File: src/rtl/matmul_tile_ctrl_pkg.sv
// Shared state type, default dimensions and packing helper for the matmul tile controller.
package matmul_tile_ctrl_pkg;

    localparam int DEF_N    = 4;
    localparam int DEF_W    = 8;
    localparam int DEF_ACCW = 32;
    localparam int DEF_AW   = 10;
    localparam int DEF_KW   = 8;

    typedef enum logic [1:0] {
        IDLE,
        CLEAR,
        STREAM,
        OUT
    } state_t;

    // Bit offset of element idx inside a flat vector of width-bit elements.
    function automatic int elem_lsb(input int idx, input int width);
        return idx * width;
    endfunction

endpackage

File: src/rtl/matmul_addr_gen.sv
// K-step counter with latched operand bases; produces the A/B read addresses for a job.
module matmul_addr_gen
    import matmul_tile_ctrl_pkg::*;
#(
    parameter int AW = DEF_AW,
    parameter int KW = DEF_KW
) (
    input  logic          clk,
    input  logic          rst,
    input  logic          load,
    input  logic          step,
    input  logic [KW-1:0] k_len,
    input  logic [AW-1:0] a_base,
    input  logic [AW-1:0] b_base,
    output logic [AW-1:0] a_addr,
    output logic [AW-1:0] b_addr,
    output logic          last
);

    logic [KW-1:0] k;
    logic [KW-1:0] k_len_q;
    logic [AW-1:0] a_base_q;
    logic [AW-1:0] b_base_q;

    always_ff @(posedge clk) begin
        if (rst) begin
            k        <= '0;
            k_len_q  <= '0;
            a_base_q <= '0;
            b_base_q <= '0;
        end else if (load) begin
            k        <= '0;
            k_len_q  <= k_len;
            a_base_q <= a_base;
            b_base_q <= b_base;
        end else if (step) begin
            k <= k + 1'b1;
        end
    end

    // Addresses wrap modulo 2^AW by truncation of the sum.
    assign a_addr = a_base_q + AW'(k);
    assign b_addr = b_base_q + AW'(k);
    assign last   = (k == k_len_q);

endmodule

File: src/rtl/matmul_tile_ctrl.sv
// Sequences one NxN output tile: clear the MAC array, stream K operand pairs, present the result.
module matmul_tile_ctrl
    import matmul_tile_ctrl_pkg::*;
#(
    parameter int N    = DEF_N,
    parameter int W    = DEF_W,
    parameter int ACCW = DEF_ACCW,
    parameter int AW   = DEF_AW,
    parameter int KW   = DEF_KW
) (
    input  logic                  clk,
    input  logic                  rst,
    input  logic                  start,
    input  logic [KW-1:0]         k_len,
    input  logic [AW-1:0]         a_base,
    input  logic [AW-1:0]         b_base,
    input  logic                  relu_en,
    output logic                  busy,
    output logic                  done,
    output logic                  mem_rd_en,
    output logic [AW-1:0]         a_addr,
    output logic [AW-1:0]         b_addr,
    input  logic [N*W-1:0]        a_rd_data,
    input  logic [N*W-1:0]        b_rd_data,
    output logic                  arr_clr,
    output logic                  arr_en,
    output logic [N*W-1:0]        arr_a,
    output logic [N*W-1:0]        arr_b,
    input  logic [N*N*ACCW-1:0]   arr_acc,
    output logic [N*N*ACCW-1:0]   res_data,
    output logic                  res_valid,
    input  logic                  res_ready
);

    state_t state;
    logic   relu_q;
    logic   load;
    logic   last;
    logic   issue;

    assign load = (state == IDLE) && start;

    // A read is issued in CLEAR and in every STREAM cycle until the counter reaches K.
    assign issue     = ((state == CLEAR) || (state == STREAM)) && !last;
    assign mem_rd_en = issue;

    matmul_addr_gen #(
        .AW (AW),
        .KW (KW)
    ) u_addr_gen (
        .clk    (clk),
        .rst    (rst),
        .load   (load),
        .step   (issue),
        .k_len  (k_len),
        .a_base (a_base),
        .b_base (b_base),
        .a_addr (a_addr),
        .b_addr (b_addr),
        .last   (last)
    );

    always_ff @(posedge clk) begin
        if (rst) begin
            state     <= IDLE;
            busy      <= 1'b0;
            arr_clr   <= 1'b0;
            arr_en    <= 1'b0;
            res_valid <= 1'b0;
            relu_q    <= 1'b0;
        end else begin
            case (state)
                IDLE: begin
                    if (start) begin
                        state   <= CLEAR;
                        busy    <= 1'b1;
                        arr_clr <= 1'b1;
                        relu_q  <= relu_en;
                    end
                end
                CLEAR: begin
                    arr_clr <= 1'b0;
                    if (last) begin
                        state     <= OUT;
                        res_valid <= 1'b1;
                    end else begin
                        state  <= STREAM;
                        arr_en <= 1'b1;
                    end
                end
                STREAM: begin
                    if (last) begin
                        state     <= OUT;
                        arr_en    <= 1'b0;
                        res_valid <= 1'b1;
                    end
                end
                OUT: begin
                    if (res_ready) begin
                        state     <= IDLE;
                        busy      <= 1'b0;
                        res_valid <= 1'b0;
                    end
                end
                default: state <= IDLE;
            endcase
        end
    end

    assign done  = res_valid && res_ready;
    assign arr_a = (state == STREAM) ? a_rd_data : '0;
    assign arr_b = (state == STREAM) ? b_rd_data : '0;

    // The array holds while in OUT, so gating with res_valid keeps the tile stable and zero otherwise.
    for (genvar e = 0; e < N*N; e++) begin : g_relu
        logic signed [ACCW-1:0] acc_e;
        assign acc_e = arr_acc[elem_lsb(e, ACCW) +: ACCW];
        assign res_data[elem_lsb(e, ACCW) +: ACCW] =
            (!res_valid || (relu_q && (acc_e < 0))) ? '0 : acc_e;
    end

endmodule

File: config.mk
export PLATFORM = sky130hd
export DESIGN_NAME = matmul_tile_ctrl
export DESIGN_NICKNAME = d
export VERILOG_FILES = /design/src/rtl/matmul_tile_ctrl_pkg.sv /design/src/rtl/matmul_addr_gen.sv /design/src/rtl/matmul_tile_ctrl.sv
export SDC_FILE = /design/constraint.sdc
export NUM_CORES = 1
export LEC_CHECK = 0
export CAP_MARGIN = 20
export CORE_AREA = 10 10 458 460
export DETAILED_ROUTE_END_ITERATION = 6
export DIE_AREA = 0 0 468 470
export GPL_TIMING_DRIVEN = 0
export SETUP_SLACK_MARGIN = 0.05
export SYNTH_ARGS = -nofsm -noshare
export SYNTH_HDL_FRONTEND = slang
export SYNTH_SLANG_ARGS = --single-unit
File: constraint.sdc
create_clock -name clk -period 3.97 [get_ports clk]
set_clock_uncertainty 0.15 [all_clocks]
set_input_delay 1.191 -clock clk [delete_from_list [all_inputs] [get_ports clk]]
set_output_delay 1.191 -clock clk [all_outputs]
set_load 0.01 [all_outputs]
==> results of run 1 <==
-- power groups by stage --
stage	logic (mW)	clock network (mW)	registers [mW]
after global routing	10.5	0.549	0.658
after detailed placement	10.2	0	0.642
after CTS	10.1	0.528	0.655
after global placement	10.1	0	0.639
after floorplan	2.80	0	0.593
final	10.1	0.511	0.636
-- final timing paths --
| kind | start | end | slack (ps) |
|---|---|---|---|
| max | arr_acc[31] | res_data[21] | 40 |
| min | u_addr_gen.a_base_q[7] | u_addr_gen.a_base_q[7] | 320 |
| max reg2reg | state[0] | u_addr_gen.k_len_q[5] | 1300 |
| min reg2reg | u_addr_gen.a_base_q[7] | u_addr_gen.a_base_q[7] | 320 |
-- worst reg2reg max path: cells and delay by family (launching register included) --
| kind | cells | cell delay [ps] |
|---|---|---|
| AO/OA/AOI/OAI | 1 | 150 |
| adder cells (fa/ha/maj) | 1 | 280 |
| buffers and inverters | 3 | 1310 |
| flip-flops | 1 | 360 |
| AND/OR/NAND/NOR | 2 | 340 |
-- cell families after synthesis --
family                   share of synthesized area, %
flip-flops                                       13.5
buffers and inverters                            4.93
multiplexers                                    0.157
AO/OA/AOI/OAI                                    9.05
AND/OR/NAND/NOR                                  63.7
XOR/XNOR                                         3.97
adder cells (fa/ha/maj)                          4.74
-- cell usage after synthesis (3+ instances only) --
cell type	instances
dfxtp_1	43
nand2_1	69
nor2_1	17
nand2b_1	3
xnor2_1	18
o21ai_0	6
a211oi_1	4
and2_1	580
nand3_1	3
ha_1	21
a21o_1	3
xor2_1	11
a21oi_1	61
buf_1	3
inv_1	10
clkbuf_1	66
-- stage by stage --
| step | util (%) | instances | setup slack [ps] | area (um^2) | total power [mW] |
|---|---|---|---|---|---|
| after floorplan | - | 956 | 681 | 6390 | 3.40 |
| after global placement | 10.9 | 4837 | -2760 | 21800 | 10.8 |
| after detailed placement | 10.9 | 4840 | -2060 | 21900 | 10.9 |
| after CTS | 10.8 | 4879 | -21.0 | 21800 | 11.3 |
| after global routing | 10.8 | 4925 | 24.3 | 21700 | 11.7 |
| final | 10.9 | 4972 | 40.0 | 21900 | 11.2 |
-- state kept, by name, summed over array words and instances (netlist names) --
signal and cells:
u_addr_gen.b_base_q 10, u_addr_gen.k 8, u_addr_gen.k_len_q 8, arr_clr 1
busy 1, res_valid 1, relu_q 1, u_addr_gen.a_base_q 10
arr_en 1, state 2
-- final cells by class --
cell class | instances | area share, %
Multi-Input combinational cell | 831 | 25.0
Sequential cell | 43 | 4.05
Antenna cell | 92 | 1.05
Buffer | 69 | 2.56
Timing Repair Buffer | 1247 | 51.0
Inverter | 11 | 0.246
Clock buffer | 5 | 0.572
Tap cell | 2672 | 15.3
Clock inverter | 2 | 0.172
-- routing by layer --
layer  global-route usage [%]  wire length, um
met1                     18.9            75600
met2                     29.5            94900
met3                     15.7            40100
met4                     3.83             6080
met5                    0.373              986
-- what timing repair did --
action,4_1_cts,5_1_grt
hold buffers,0,0
pin swaps,17,7
endpoints found under the setup margin,588,194
setup buffers,31,2
resized for setup,1969,210
gates cloned,2,0
==> summary.txt, run 1 <==
Power and ir drop
  – Sw frac: 59.6%
  – Pwr dens: 515 nW/um^2
  – Lkg Pwr: 9.42 nW
  – Sw power: 6.70 mW
  – Maximum vdd ir drop: 213 uV
  – Int Pwr: 4.55 mW
  – Clock Power Share: approximately 4.5%
  – Combinational share of power: 89.8%
  – Part of the power in registers: 5.7%

Logic synthesis
  – EDFF count, synth: 0
  – Ys flop type: dfxtp_1
  – Synth area leader: and2_1
  – Synth top area share: 56.8%
  – Mapped cell area: 6390 um^2
  – Post-Syn Nets: 1,588
  – Post-synthesis register bit count: 43
  – Cells after Synth: 956
  – Seq/Total Area, Yosys: a little over an eighth
  – Syn_area_per_cell: 6.68 um^2
  – Cell variety after synth: 44
  – Synth warn: 0
  – Async SR Flop Fraction: 0%
  – Top area cells in the synthesized netlist: and2_1 57%, dfxtp_1 13%, a21oi_1 4.8%

Route
  – Residual DRC: 0
  – Routed via count: 13,900
  – Drt wl/cell: approximately 44 um
  – Vias/cell: 2.80
  – DR pass1 iterations: 5
  – Total Wirelength: approximately 220 mm
  – DRT antenna net count: 0
  – Drt initial violations: 1,123

Clock tree
  – H-tree depth: 2
  – Clk_lat worst skew: 310 ps
  – Clock-pin slew on the worst setup and hold paths: around 70 ps
  – CTS tree: yes
  – Bufs on Longest Clock Path: 2
  – Root Buffer: clkbuf_16
  – Total CTS buffers: 5
  – CTS Sinks: between 40 and 50

Global route
  – Antenna violations before repair: 217
  – Vias in the first global route: 13,400
  – Tot GR Track Use: about a fifth
  – Gr ovfl total: 0
  – Largest net degree at the start of global routing: 14
  – First-pass GRT wire length: 247 mm

Die
  – Die width: 468 um
  – Initial core utilization: 3.18%
  – Site Rows: 165
  – # IOs: 1,211
  – Die Span Y: 470 um
  – Core Region: 201,000 um^2
  – Area of the die: 220,000 um^2

Timing
  – Accumulated negative setup slack: 0 ps
  – RSZ-0062 raised after global routing: no
  – Fin crit period: around 3900 ps
  – Final setup violation count: 0
  – Max Freq: 254 MHz
  – Final period util: 99.0%
  – Max Slew Vio Count: 0
  – Hold_ws: 320 ps
  – Tightest Pin Transition: 1040 ps
  – Worst relative slew slack: approximately 31%
  – Final Hold Viols: 0

Run
  – Max Cap Viol: 0

Cells and area
  – Filler Cell Count: 23,300
  – Storage cell area: 886 um^2
  – Area growth syn-to-layout: 242%
  – Layout cells sized above 1: 23.7%
  – Final nets: 2,840
  – Area of the multi-input gates: 5470 um^2
  – Most common cell after layout, fill and taps aside: clkdlybuf4s50_1
  – Most frequent cells in the layout: 685 x clkdlybuf4s50_1, 552 x and2_1, 182 x buf_2, 156 x dlygate4sd2_1, 110 x buf_4

Worst setup path
  – Critical Path RT: about 2600 ps
  – Slowest CP cell: dlygate4sd2_1
  – Critical path depth: 5
  – R2r worst-path depth: 7
  – Critical path, cell by cell: dlygate4sd2_1, a21oi_4, clkbuf_2, and2_2, buf_2
  – Max FO, Critical Path: 10
  – Critical path type: input pin to primary output
  – Crit-path max cell delay: 340 ps
  – Crit path capture type: primary output
  – Setup crit start kind: input pin
  – Arrival time worst endpoint: 2590 ps
  – CP bufs+invs: 3
  – Largest delay share family, worst path: buffers and inverters

Worst hold path
  – Hold Crit Depth: 2
  – HP Class: flop to flop

Run status
  – Status: finished clean

Placed design
  – Gp weighted congestion: roughly 1.2
  – I/O Buffers: 1,209
  – DP HPWL: between 200 and 250 mm
Power figures use the tool's default switching activity.
==> run 2: changes to the inputs <==
--- a/config.mk
+++ b/config.mk
@@ -10,6 +10,7 @@
 export DETAILED_ROUTE_END_ITERATION = 6
 export DIE_AREA = 0 0 468 470
 export GPL_TIMING_DRIVEN = 0
+export REMOVE_ABC_BUFFERS = 1
 export SETUP_SLACK_MARGIN = 0.05
 export SYNTH_ARGS = -nofsm -noshare
 export SYNTH_HDL_FRONTEND = slang
==> run 2 against run 1 <==
Via count down 7.1%. Final cell count down 1.7%. Die area unchanged. Sequential power up 2%. Combinational power about the same. Register-to-register slack better by 160 ps. Global-route usage down 1.3 points. Sequential share of layout area about the same. Wire length down 7.5%. Design area up 0.49%. Non-clock buffer count down 37. Worst setup slack worse by 16 ps. Critical path type unchanged. Largest cell class unchanged.
==> summary.txt, run 2 (synthesized netlist as in run 1, its figures left out) <==
Run status
  – Status: finished clean

Power and ir drop
  – Lkg Pwr: 9.37 nW (-0.60%)
  – Maximum vdd ir drop: 260 uV (+22%)
  – Pwr dens: 506 nW/um^2 (-1.6%)

Clock tree
  – Root Buffer: clkbuf_16
  – CTS tree: yes
  – Hold buffer count at cts: 0 (unchanged)
  – Total CTS buffers: 5 (unchanged)
  – Bufs on Longest Clock Path: 2 (unchanged)
  – H-tree depth: 2 (unchanged)
  – CTS Sinks: 43 (unchanged)
  – Clk_lat worst skew: 300 ps (about the same)
  – Clock-pin slew on the worst setup and hold paths: 70 ps (about the same)

Cells and area
  – Final nets: 2,809 (-1.1%)
  – Utilization after layout: 10.9% (+0.053 points)
  – Area of the multi-input gates: 5560 um^2 (+1.7%)
  – Area growth syn-to-layout: 244%
  – Storage cell area: 880 um^2 (-0.71%)
  – Most common cell after layout, fill and taps aside: clkdlybuf4s50_1
  – Layout cells sized above 1: 20.6% (-3.1 points)
  – Non-Filler Instances: 4,885 (-1.7%)
  – Most frequent cells in the layout: 684 x clkdlybuf4s50_1, 572 x and2_1, 182 x dlygate4sd2_1, 119 x buf_2, 79 x buf_4
  – Filler Cell Count: 23,400 (+0.34%)
  – Biggest regs: u_addr_gen.a_base_q x10, u_addr_gen.b_base_q x10

Global route
  – GR Util met3: 15.0% (-0.70 points)
  – Global-route layer with the greatest usage: met2
  – Gr ovfl total: 0 (unchanged)
  – Antenna violations before repair: 202 (-6.9%)
  – Vias in the first global route: 13,100 (-2.4%)
  – Largest net degree at the start of global routing: 65 (+51)
  – Tot GR Track Use: 17.4% (-1.3 points)
  – M1 GR Usage: 15.1% (-3.7 points)
  – First-pass GRT wire length: 232 mm (-5.9%)
  – Met2 Usage GRT: 30.7% (+1.2 points)

Die
  – # IOs: 1,211 (unchanged)
  – Core Region: 201,000 um^2 (unchanged)
  – Area of the die: 220,000 um^2 (unchanged)
  – Initial core utilization: 3.18% (unchanged)
  – Die width: 468 um (unchanged)
  – Site Rows: 165 (unchanged)
  – Die Span Y: 470 um (unchanged)

Route
  – Total Wirelength: 201 mm (-7.5%)
  – Vias/cell: 2.65 (-5.5%)
  – Residual DRC: 0 (unchanged)
  – Drt wl/cell: 41.2 um (-5.9%)
  – DR pass1 iterations: 5 (unchanged)
  – DRT antenna net count: 0 (unchanged)
  – Drt initial violations: 613 (-45%)
  – Routed via count: 12,900 (-7.1%)

Placed design
  – DP HPWL: 189 mm (-9.5%)
  – Gp weighted congestion: 0.906 (-22%)
  – Pre-CTS WS: -1150 ps (+906 ps)
  – Placed insts: 4,783 (-1.2%)
  – I/O Buffers: 1,210 (+0.083%)

Worst setup path
  – Crit path capture type: primary output
  – Critical Path RT: 2630 ps (about the same)
  – Arrival time worst endpoint: 2600 ps (about the same)
  – Critical path type: input pin to primary output
  – Max FO, Critical Path: 6 (-4)
  – Setup crit start kind: input pin

Timing
  – Final Worst Setup Slack: 24.4 ps (-15.6 ps)
  – Max Slew Vio Count: 0 (unchanged)
  – Fin crit period: 3950 ps (+15.6 ps)
  – Final period util: 99.4% (+0.39 points)
  – Final Hold Viols: 0 (unchanged)
  – Final setup violation count: 0 (unchanged)
  – RSZ-0062 raised after global routing: yes
  – Accumulated negative setup slack: 0 ps (unchanged)
  – Max Freq: 253 MHz (-0.40%)
  – Worst relative slew slack: 41.1% (+11 points)
  – Tightest Pin Transition: 883 ps (-158 ps)

Run
  – Max Cap Viol: 0 (unchanged)

Worst hold path
  – HP Class: flop to flop
run 2: layer usage:
layer / wire length [um] / vias up
met1: 60100 / 5958
li1: - / 5464
met5: 484 / -
met4: 5580 / 76
met2: 96800 / 1048
met3: 38400 / 387
run 2: final timing paths:
check / slack, ps / end / from / cells past startpoint
setup / recovery: 20 / res_data[447] / arr_acc[447] / 5
hold reg to reg: 310 / u_addr_gen.b_base_q[7] / u_addr_gen.b_base_q[7] / 2
hold / removal: 310 / u_addr_gen.b_base_q[7] / u_addr_gen.b_base_q[7] / 2
setup reg to reg: 1460 / u_addr_gen.k[2] / state[0] / 7
run 2: power by group:
| group | switching, mW | internal [mW] |
|---|---|---|
| Sequential | 0.124 | 0.525 |
| Clock | 0.200 | 0.295 |
| Combinational | 6.21 | 3.77 |
| Total | 6.53 | 4.59 |
run 2: metrics by stage:
stage | cell area [um^2] | total power [mW] | hold slack [ps]
2_1_floorplan | 6120 | 3.21 | 285
3_3_place_gp | 21600 | 10.7 | 304
3_5_place_dp | 21900 | 10.9 | 307
4_1_cts | 22200 | 11.5 | 320
5_1_grt | 21900 | 11.9 | 334
6_report | 22000 | 11.1 | 313
run 2: final cells by class:
class / instances / share of cell area, %
well taps: 2672 / 15.2
clock inverters: 1 / 0.137
multi-input cells: 837 / 25.3
repair buffers: 1279 / 54.1
inverters: 11 / 0.211
flip-flops and latches: 43 / 4.00
clock buffers: 6 / 0.587
diodes: 36 / 0.410
run 2: worst max-delay path, stage by stage:
cell and delay (ps):
clkdlybuf4s50_1 540, a21oi_4 200, buf_4 160, and2_1 120
clkdlybuf4s15_2 380
run 2: repair_timing:
item,CTS,global route
endpoints found under the setup margin,529,179
pin swaps,22,4
gates cloned,8,0
setup buffers,49,2
resized for setup,1412,254
